File: src/rtl/booth_pkg.sv
// Shared types for the sequential radix-2 Booth multiplier: FSM states,
// recode operations and the default operand width.
package booth_pkg;

    localparam int DEFAULT_WIDTH = 8;

    typedef enum logic [1:0] {
        ST_IDLE = 2'd0,
        ST_RUN  = 2'd1,
        ST_DONE = 2'd2
    } state_e;

    typedef enum logic [1:0] {
        RC_NOP = 2'd0,
        RC_ADD = 2'd1,
        RC_SUB = 2'd2
    } recode_e;

    // Radix-2 Booth recoding of the pair {Q[0], q-1}
    function automatic recode_e booth_recode(input logic q0, input logic qm1);
        case ({q0, qm1})
            2'b01:   return RC_ADD;
            2'b10:   return RC_SUB;
            default: return RC_NOP;
        endcase
    endfunction

endpackage

File: src/rtl/booth_step.sv
// One combinational Booth step: recode {Q[0],q-1}, add/sub M into A,
// then arithmetic shift of {A,Q,q-1} right by one.
module booth_step
    import booth_pkg::*;
#(
    parameter int WIDTH = DEFAULT_WIDTH
) (
    input  logic [WIDTH:0]   a_i,
    input  logic [WIDTH-1:0] q_i,
    input  logic             qm1_i,
    input  logic [WIDTH-1:0] m_i,
    output logic [WIDTH:0]   a_o,
    output logic [WIDTH-1:0] q_o,
    output logic             qm1_o
);

    logic [WIDTH:0] m_ext;
    logic [WIDTH:0] sum;

    // A carries one guard bit so subtracting the most-negative M cannot overflow
    assign m_ext = {m_i[WIDTH-1], m_i};

    always_comb begin
        sum = a_i;
        case (booth_recode(q_i[0], qm1_i))
            RC_ADD:  sum = a_i + m_ext;
            RC_SUB:  sum = a_i - m_ext;
            default: sum = a_i;
        endcase
    end

    assign a_o   = {sum[WIDTH], sum[WIDTH:1]};
    assign q_o   = {sum[0], q_i[WIDTH-1:1]};
    assign qm1_o = q_i[0];

endmodule

File: src/rtl/booth_seq_mul.sv
// Iterative radix-2 Booth multiplier, one step per clock, valid/ready on both sides.
// Optional BOOTH_EARLY_TERM_EN collapses trailing pure-shift steps into one clock.
module booth_seq_mul
    import booth_pkg::*;
#(
    parameter int WIDTH = DEFAULT_WIDTH
) (
    input  logic               clk,
    input  logic               rst_n,
    input  logic               in_valid,
    output logic               in_ready,
    input  logic [WIDTH-1:0]   a,
    input  logic [WIDTH-1:0]   b,
    output logic               out_valid,
    input  logic               out_ready,
    output logic [2*WIDTH-1:0] product,
    output logic               busy
);

    localparam int CW = $clog2(WIDTH + 1);

    state_e             state_q;
    logic [WIDTH-1:0]   m_q;
    logic [WIDTH:0]     a_q;
    logic [WIDTH-1:0]   q_q;
    logic               qm1_q;
    logic [CW-1:0]      cnt_q;
    logic [2*WIDTH-1:0] product_q;
    logic               in_ready_q;
    logic               out_valid_q;
    logic               busy_q;

    logic [WIDTH:0]     a_s;
    logic [WIDTH-1:0]   q_s;
    logic               qm1_s;
    logic [WIDTH:0]     a_d;
    logic [WIDTH-1:0]   q_d;
    logic               last_d;

    booth_step #(.WIDTH(WIDTH)) u_step (
        .a_i   (a_q),
        .q_i   (q_q),
        .qm1_i (qm1_q),
        .m_i   (m_q),
        .a_o   (a_s),
        .q_o   (q_s),
        .qm1_o (qm1_s)
    );

`ifdef BOOTH_EARLY_TERM_EN
    logic [CW-1:0]    rem;
    logic [WIDTH-1:0] mask;
    logic [2*WIDTH:0] aq_sh;
    logic             early;

    // After this step, if the remaining multiplier bits and q-1 are uniform,
    // every later recode is NOP and only shifts remain.
    always_comb begin
        rem   = cnt_q - CW'(1);
        mask  = ~({WIDTH{1'b1}} << rem);
        early = (rem != '0) &&
                ((((q_s & mask) == '0) && !qm1_s) ||
                 (((q_s & mask) == mask) && qm1_s));
        aq_sh  = $signed({a_s, q_s}) >>> rem;
        a_d    = early ? aq_sh[2*WIDTH:WIDTH] : a_s;
        q_d    = early ? aq_sh[WIDTH-1:0]     : q_s;
        last_d = early || (rem == '0);
    end
`else
    always_comb begin
        a_d    = a_s;
        q_d    = q_s;
        last_d = (cnt_q == CW'(1));
    end
`endif

    always_ff @(posedge clk or negedge rst_n) begin
        if (!rst_n) begin
            state_q     <= ST_IDLE;
            m_q         <= '0;
            a_q         <= '0;
            q_q         <= '0;
            qm1_q       <= 1'b0;
            cnt_q       <= '0;
            product_q   <= '0;
            in_ready_q  <= 1'b1;
            out_valid_q <= 1'b0;
            busy_q      <= 1'b0;
        end else begin
            case (state_q)
                ST_IDLE: begin
                    if (in_valid && in_ready_q) begin
                        m_q        <= a;
                        q_q        <= b;
                        a_q        <= '0;
                        qm1_q      <= 1'b0;
                        cnt_q      <= CW'(WIDTH);
                        state_q    <= ST_RUN;
                        in_ready_q <= 1'b0;
                        busy_q     <= 1'b1;
                    end
                end
                ST_RUN: begin
                    a_q   <= a_d;
                    q_q   <= q_d;
                    qm1_q <= qm1_s;
                    cnt_q <= last_d ? '0 : cnt_q - CW'(1);
                    if (last_d) begin
                        state_q     <= ST_DONE;
                        out_valid_q <= 1'b1;
                        product_q   <= {a_d[WIDTH-1:0], q_d};
                    end
                end
                ST_DONE: begin
                    if (out_ready) begin
                        state_q     <= ST_IDLE;
                        out_valid_q <= 1'b0;
                        in_ready_q  <= 1'b1;
                        busy_q      <= 1'b0;
                    end
                end
                default: begin
                    state_q     <= ST_IDLE;
                    in_ready_q  <= 1'b1;
                    out_valid_q <= 1'b0;
                    busy_q      <= 1'b0;
                end
            endcase
        end
    end

    assign in_ready  = in_ready_q;
    assign out_valid = out_valid_q;
    assign product   = product_q;
    assign busy      = busy_q;

endmodule
File: config.mk
export PLATFORM = sky130hd
export DESIGN_NAME = booth_seq_mul
export DESIGN_NICKNAME = d
export VERILOG_FILES = /design/src/rtl/booth_pkg.sv /design/src/rtl/booth_step.sv /design/src/rtl/booth_seq_mul.sv
export SDC_FILE = /design/constraint.sdc
export NUM_CORES = 1
export LEC_CHECK = 0
export CAP_MARGIN = 5
export CORE_ASPECT_RATIO = 0.8
export CORE_MARGIN = 2
export CORE_UTILIZATION = 54
export DETAILED_ROUTE_END_ITERATION = 10
export PLACE_DENSITY = 0.8
export SYNTH_ARGS = -nofsm -noshare
export SYNTH_HDL_FRONTEND = slang
export SYNTH_SLANG_ARGS = --single-unit
File: constraint.sdc
create_clock -name clk -period 2.9 [get_ports clk]
set_input_delay 0.725 -clock clk [delete_from_list [all_inputs] [get_ports clk]]
set_output_delay 0.725 -clock clk [all_outputs]
set_load 0.005 [all_outputs]
* After elaboration in Yosys (flattened, before gate mapping)
Index checks and enable logic that the tools add are counted. Widths: inputs -> output; s select.
Storage, ports and cells: word-level logic and storage cells 56, output and inout port bits 19, bits in registers 51
Operators by class: eq/ne operators 10, muxes and demuxes 22, bitwise gates (word level) 2, reductions and logical operators 9, add/sub/neg operators 3
Operators by type and width (number):
- $pmux 9 s2 | 2
- $pmux 8 s2 | 1
- $add 9x9->9 | 1
- $mux 9 | 1
- $pmux 1 s3 | 3
- $reduce_and 3->1 | 3
- $sub 9x9->9 | 1
- $mux 4 | 2
- $mux 8 | 1
- $pmux 4 s2 | 1
- $eq 2x1->1 const B | 3
- $eq 2x2->1 const B | 3
- $mux 2 | 3
- $ne 2x2->1 const B | 3
- $pmux 2 s3 | 1
- $reduce_and 2->1 | 3
- $mux 1 | 5
- $eq 4x1->1 const B | 1
- $pmux 2 s2 | 1
- $sub 4x1->4 const B | 1
- $logic_not 2->1 | 1
- $not 1->1 | 2
- $pmux 1 s2 | 1
- $reduce_bool 2->1 | 1
- $logic_and 1x1->1 | 1

* Depth between registers and ports, before layout
depth after elaboration 5, mapped depth 13, mapped depth without buffers 12

* Modules after synthesis
Synthesis repeated with hierarchy kept, for this count alone.
Unflattened totals: cell total of the unflattened synthesis 300, area total of the unflattened synthesis 2866.5 um2
Modules (own cells, without submodules):
- booth_seq_mul | cells an instance 197, area an instance 2123.3 um2, sequential area each 1277.5 um2, instances 1
- booth_step | cells an instance 103, area an instance 743.2 um2, sequential area each 0.0 um2, instances 1

* Worst setup path before layout
Ideal clock, no wire load.
path kind reg-to-reg, start point register m_q[3], end point register a_q[7], cell stages (with the launch flop) 12, clock period less this slack 2.582 ns, data required time 2.817 ns, setup slack 0.318 ns, arrival 2.499 ns, cells stage by stage dfrtp_1 -> nor4_1 -> a21oi_1 -> xnor2_1 -> ha_1 -> buf_6 -> a21oi_2 -> o21ai_0 -> or3_1 -> a21o_1 -> or3_1 -> o21ai_0
Between the ends: cells in the longest elaborated chain, start to end 3, elaborated cells on any way between the ends 4, classes of those cells add/sub (2); mux (2)
Ends and longest elaborated chain:
- start, declared | line booth_seq_mul.sv:23 | logic [WIDTH-1:0] m_q;
- start signal, assigned | line booth_seq_mul.sv:80 | m_q <= '0;
- start signal, assigned | line booth_seq_mul.sv:93 | m_q <= a;
- $sub 9x9->9 or $add 9x9->9 (tied branches) | line booth_step.sv:27, booth_step.sv:26
- $pmux 9 s2 * | line booth_step.sv:25 | case (booth_recode(q_i[0], qm1_i))
- $pmux 9 s2 * | line booth_seq_mul.sv:90 | case (state_q)
- end signal, assigned | line booth_seq_mul.sv:81 | a_q <= '0;
- end signal, assigned | line booth_seq_mul.sv:95 | a_q <= '0;
- end signal, assigned | line booth_seq_mul.sv:104 | a_q <= a_d;
- end, declared | line booth_seq_mul.sv:24 | logic [WIDTH:0] a_q;
Mark *: on every way between the ends. The rest lies on a longest branch, timed or not. A chain may end at the register's enable or synchronous reset.

* Final worst setup path
start point register m_q[1], end point register a_q[7]
Same word-level chain as after synthesis.

==> metrics list <==
- Per-cell routed wire length: 14.98 um
- Entering global routing, the biggest net connects 30 pins.
- Total standard cell area after synthesis: 2639 sq um
- In the final layout, the multi-input gates occupy 1320 sq um.
* Largest area contributor in the netlist: dfrtp_1
- Post-synth EDFFs: 0
- Number of diodes added for antenna fixing: 0
- In the final layout, the share of cells above drive strength 1 is 0.1094.
- Summing all placed instances gives a cell area of 3058 sq um.
- The completed layout was analyzed and its total power is 4.051 mW.
- FFs w/ async S/R, synth: 1.000
- Of the available clock period, the critical path in the final layout requires 0.9427.
- In this run the worst path has a maximum fanout of 4.
- In this run, CTS created clock tree buffers numbering 5.
* Data required time of the critical path: 3.14 ns
- The initial utilization of the core area, before any placement, comes to 0.5672.
* Slew Limit Headroom: 0.4044
- DRC violation count after routing: 0
- Overall die height: 66.53 um
* Area added between synthesis and finish: 21.38%
- Sw Pwr: 1.719 mW
* Count of final hold-check violations: 0
* Power share of the sequential group: 0.314
* Reg area: 1256 sq um
* Count of different cell masters after synthesis: 41
- Most frequently used cell type in the post-synthesis netlist: nand2_1
* Outcome: complete, no violations
- Worst-path clk slew: 0.10 ns
* Final Max Slew Viols: 0
* Num rows: 22
- Detail Route Antenna Nets: 0
- Number of vias after detailed routing: 2133
- Antenna violations before repair: 0
- Final wirelength: 5694 um
* Power density relative to cell area: 1265 nW/um^2
- The via count of the first global-routing pass came to 2148.
- Each instance of the synthesized netlist takes up on average 9.324 sq um.
* Met2 wire length: 2620 um
* Post-synthesis sequential element count: 50
- The later pin in the worst-skew pair is clocked with a latency of 0.31 ns.
* 1st-iter DRT viols: 133
- Clock skew: 0.006929 ns
- Met1 Wirelength: 2744 um
- In the final timing run, aggregate negative setup slack is 0 ns.
- The share of total power dissipated in the clock network is 0.103.
* Pre-Repair DR Iteration Count: 5
- In the post-route analysis, the smallest setup slack over all paths is 0.1663 ns.
- Final setup vio count: 0
- Portion of synthesized cell area occupied by the leading cell type: 0.4647
* Mean number of vias per cell: 5.613
- STA classifies the critical path startpoint as a flip-flop.
* Net switching share of the total power: 0.4244
- Core area: 4652 sq um
- The cell count after synthesis came out at 283.
* Final layout net count: 352
- CTS tree: yes
* Bufs on Longest Clock Path: 2
- The analysis attributes to cell leakage a power of 1.433 nW.
- The worst setup path is captured at a flip-flop.
- Internal power comes to 2.332 mW.
- 39 I/O pins were placed.
- Length in cells of the worst reg-to-reg path: 12
- Post-route standard cell area excluding fillers: 3203 sq um
- Overall overflow remaining after global route: 0
- H-tree Lvls: 2
- Counting the fill cells in the layout gives 381.
- Pre-CTS WS: 0.01850 ns
* Critical path data arrival time: 2.97 ns
* Total of warnings raised by yosys: 0
* Most numerous cell types in the synthesized netlist: 52 x nand2_1, 49 x dfrtp_1, 28 x o21ai_0
- The worst-case IR drop observed on VDD is 0.7523 mV.
- The tree built by TritonCTS fans out to 50 sinks.
- Met3 routed wirelength: 287 um
* GP Congestion: 0.9086
- Clock tree synthesis selected as its root buffer the cell clkbuf_8.
- The share of the Yosys chip area taken by registers is 0.4746.
* Final worst hold slack: 0.4328 ns
- Number of max-cap violations: 0
- Worst slew pin tran: 0.8934 ns
- Of the total power, combinational logic draws 0.583.
- The worst hold path belongs to the class primary input to asynchronous set/reset pin.
- In this run the top signal layer used is met4.
* Placed wire-length estimate after detailed placement: 4013 um
- Post-synth net total: 316
- Static timing analysis puts the maximum clock frequency at 0.3658 GHz.
- Global-route wire length before repair: 9970 um
- In this run the tool buffered the top-level ports with 38 buffer cells.
- Die X: 82.16 um
* Cells taking the most area after synthesis: dfrtp_1 46%, nand2_1 7.4%, ha_1 5.7%, o21ai_0 5.3%, mux2_2 3.4%
- Across every metal layer, demand over resource in global routing totals 0.2442.
- Setup repair after global routing left no endpoint under its margin.
- Dominant register cell in the synthesized netlist: dfrtp_1
- The critical path in this run is classified as flip-flop to flip-flop.
* Clock period minus final worst setup slack: 2.734 ns
* Die area: 5465 sq um
-- layout make-up --
cell class | instances | area share
repair buffers | 44 | 0.1313
clock inverters | 3 | 0.006641
well taps | 60 | 0.02344
multi-input cells | 207 | 0.4121
clock buffers | 5 | 0.02148
inverters | 11 | 0.01289
flip-flops and latches | 50 | 0.3922
-- flip-flops by register name, indices dropped and copies added, names as in the netlist --
| signal | count |
|---|---|
| product | 16 |
| a_q | 8 |
| m_q | 8 |
| q_q | 8 |
| cnt_q | 4 |
| state_q | 2 |
| busy | 1 |
| in_ready | 1 |
| out_valid | 1 |
| qm1_q | 1 |
-- layer usage --
layer | vias up | GRT usage
met3 | 4 | 0.06369
met1 | 1022 | 0.3401
met4 | 0 | 0.06875
met2 | 63 | 0.3770
met5 | - | 0
li1 | 1044 | -
-- cells by family after synthesis --
family | count (synthesis) | synth area share
fa+ha+maj | 13 | 0.06448
mux | 15 | 0.06069
buf+inv | 26 | 0.04172
flops | 50 | 0.4746
simple gates | 104 | 0.1802
xor+xnor | 11 | 0.03651
compound gates | 64 | 0.1418
-- power by group through the flow --
| stage | Combinational, mW | Clock (mW) | Sequential, mW |
|---|---|---|---|
| after floorplan | 1.69 | 0 | 1.19 |
| after global placement | 2.14 | 0 | 1.24 |
| after detailed placement | 2.22 | 0 | 1.25 |
| after CTS | 2.25 | 0.426 | 1.24 |
| after global routing | 2.64 | 0.464 | 1.32 |
| final | 2.36 | 0.417 | 1.27 |
-- worst paths after layout --
kind                                    startpoint                      end  slack [ns]
min in group clk           product[15]$_DFFE_PN0P_  product[15]$_DFFE_PN0P_        0.49
setup / recovery                m_q[1]$_DFFE_PN0P_       a_q[7]$_DFFE_PN0P_        0.17
hold / removal                               rst_n   product[3]$_DFFE_PN0P_        0.43
hold reg to reg            product[15]$_DFFE_PN0P_  product[15]$_DFFE_PN0P_        0.49
max in group asynchronous                    rst_n       m_q[1]$_DFFE_PN0P_        1.82
setup reg to reg                m_q[1]$_DFFE_PN0P_       a_q[7]$_DFFE_PN0P_        0.17
-- critical path: stages, from the launching register on --
cell and delay, ns:
dfrtp_2 0.46, inv_1 0.09, ha_1 0.18, nor3b_4 0.22
a21oi_1 0.11, xnor2_1 0.14, ha_1 0.33, nand2_1 0.08
o21ai_0 0.10, or3_1 0.36, a21o_1 0.22, or3_1 0.30
o21ai_0 0.08
-- through the flow --
step	cells	utilization
after CTS	379	0.6770
after global placement	371	0.6573
after detailed placement	371	0.6573
after global routing	380	0.6885
final	380	0.6885
after floorplan	283	-
-- cells in the final DEF (no fill, tap or decap), types with 2 or more instances in the layout --
cell              n
nor2_1           20
mux2_2            8
ha_1              9
dfrtp_1          46
nand2_1          52
inv_1            11
o21ai_0          28
a21oi_1          15
or3_1             5
a31oi_1           6
nand3_1           5
a22o_1            3
clkbuf_8          5
nor2b_1           5
ha_2              2
dfrtp_2           3
nor4b_1           2
xnor2_1          10
nand2b_1          3
mux2i_1           6
a21o_1            2
clkdlybuf4s50_1  37
o211ai_1          2
buf_4             6
nor3_1            6
-- what timing repair did --
action	CTS	global route
buffers inserted	0	1
hold buffers	0	0
cloned	0	0
endpoints found under the setup margin	1	4
pin swaps	0	1
resized for setup	1	11
Note: power is estimated with default switching activity, not from simulation.
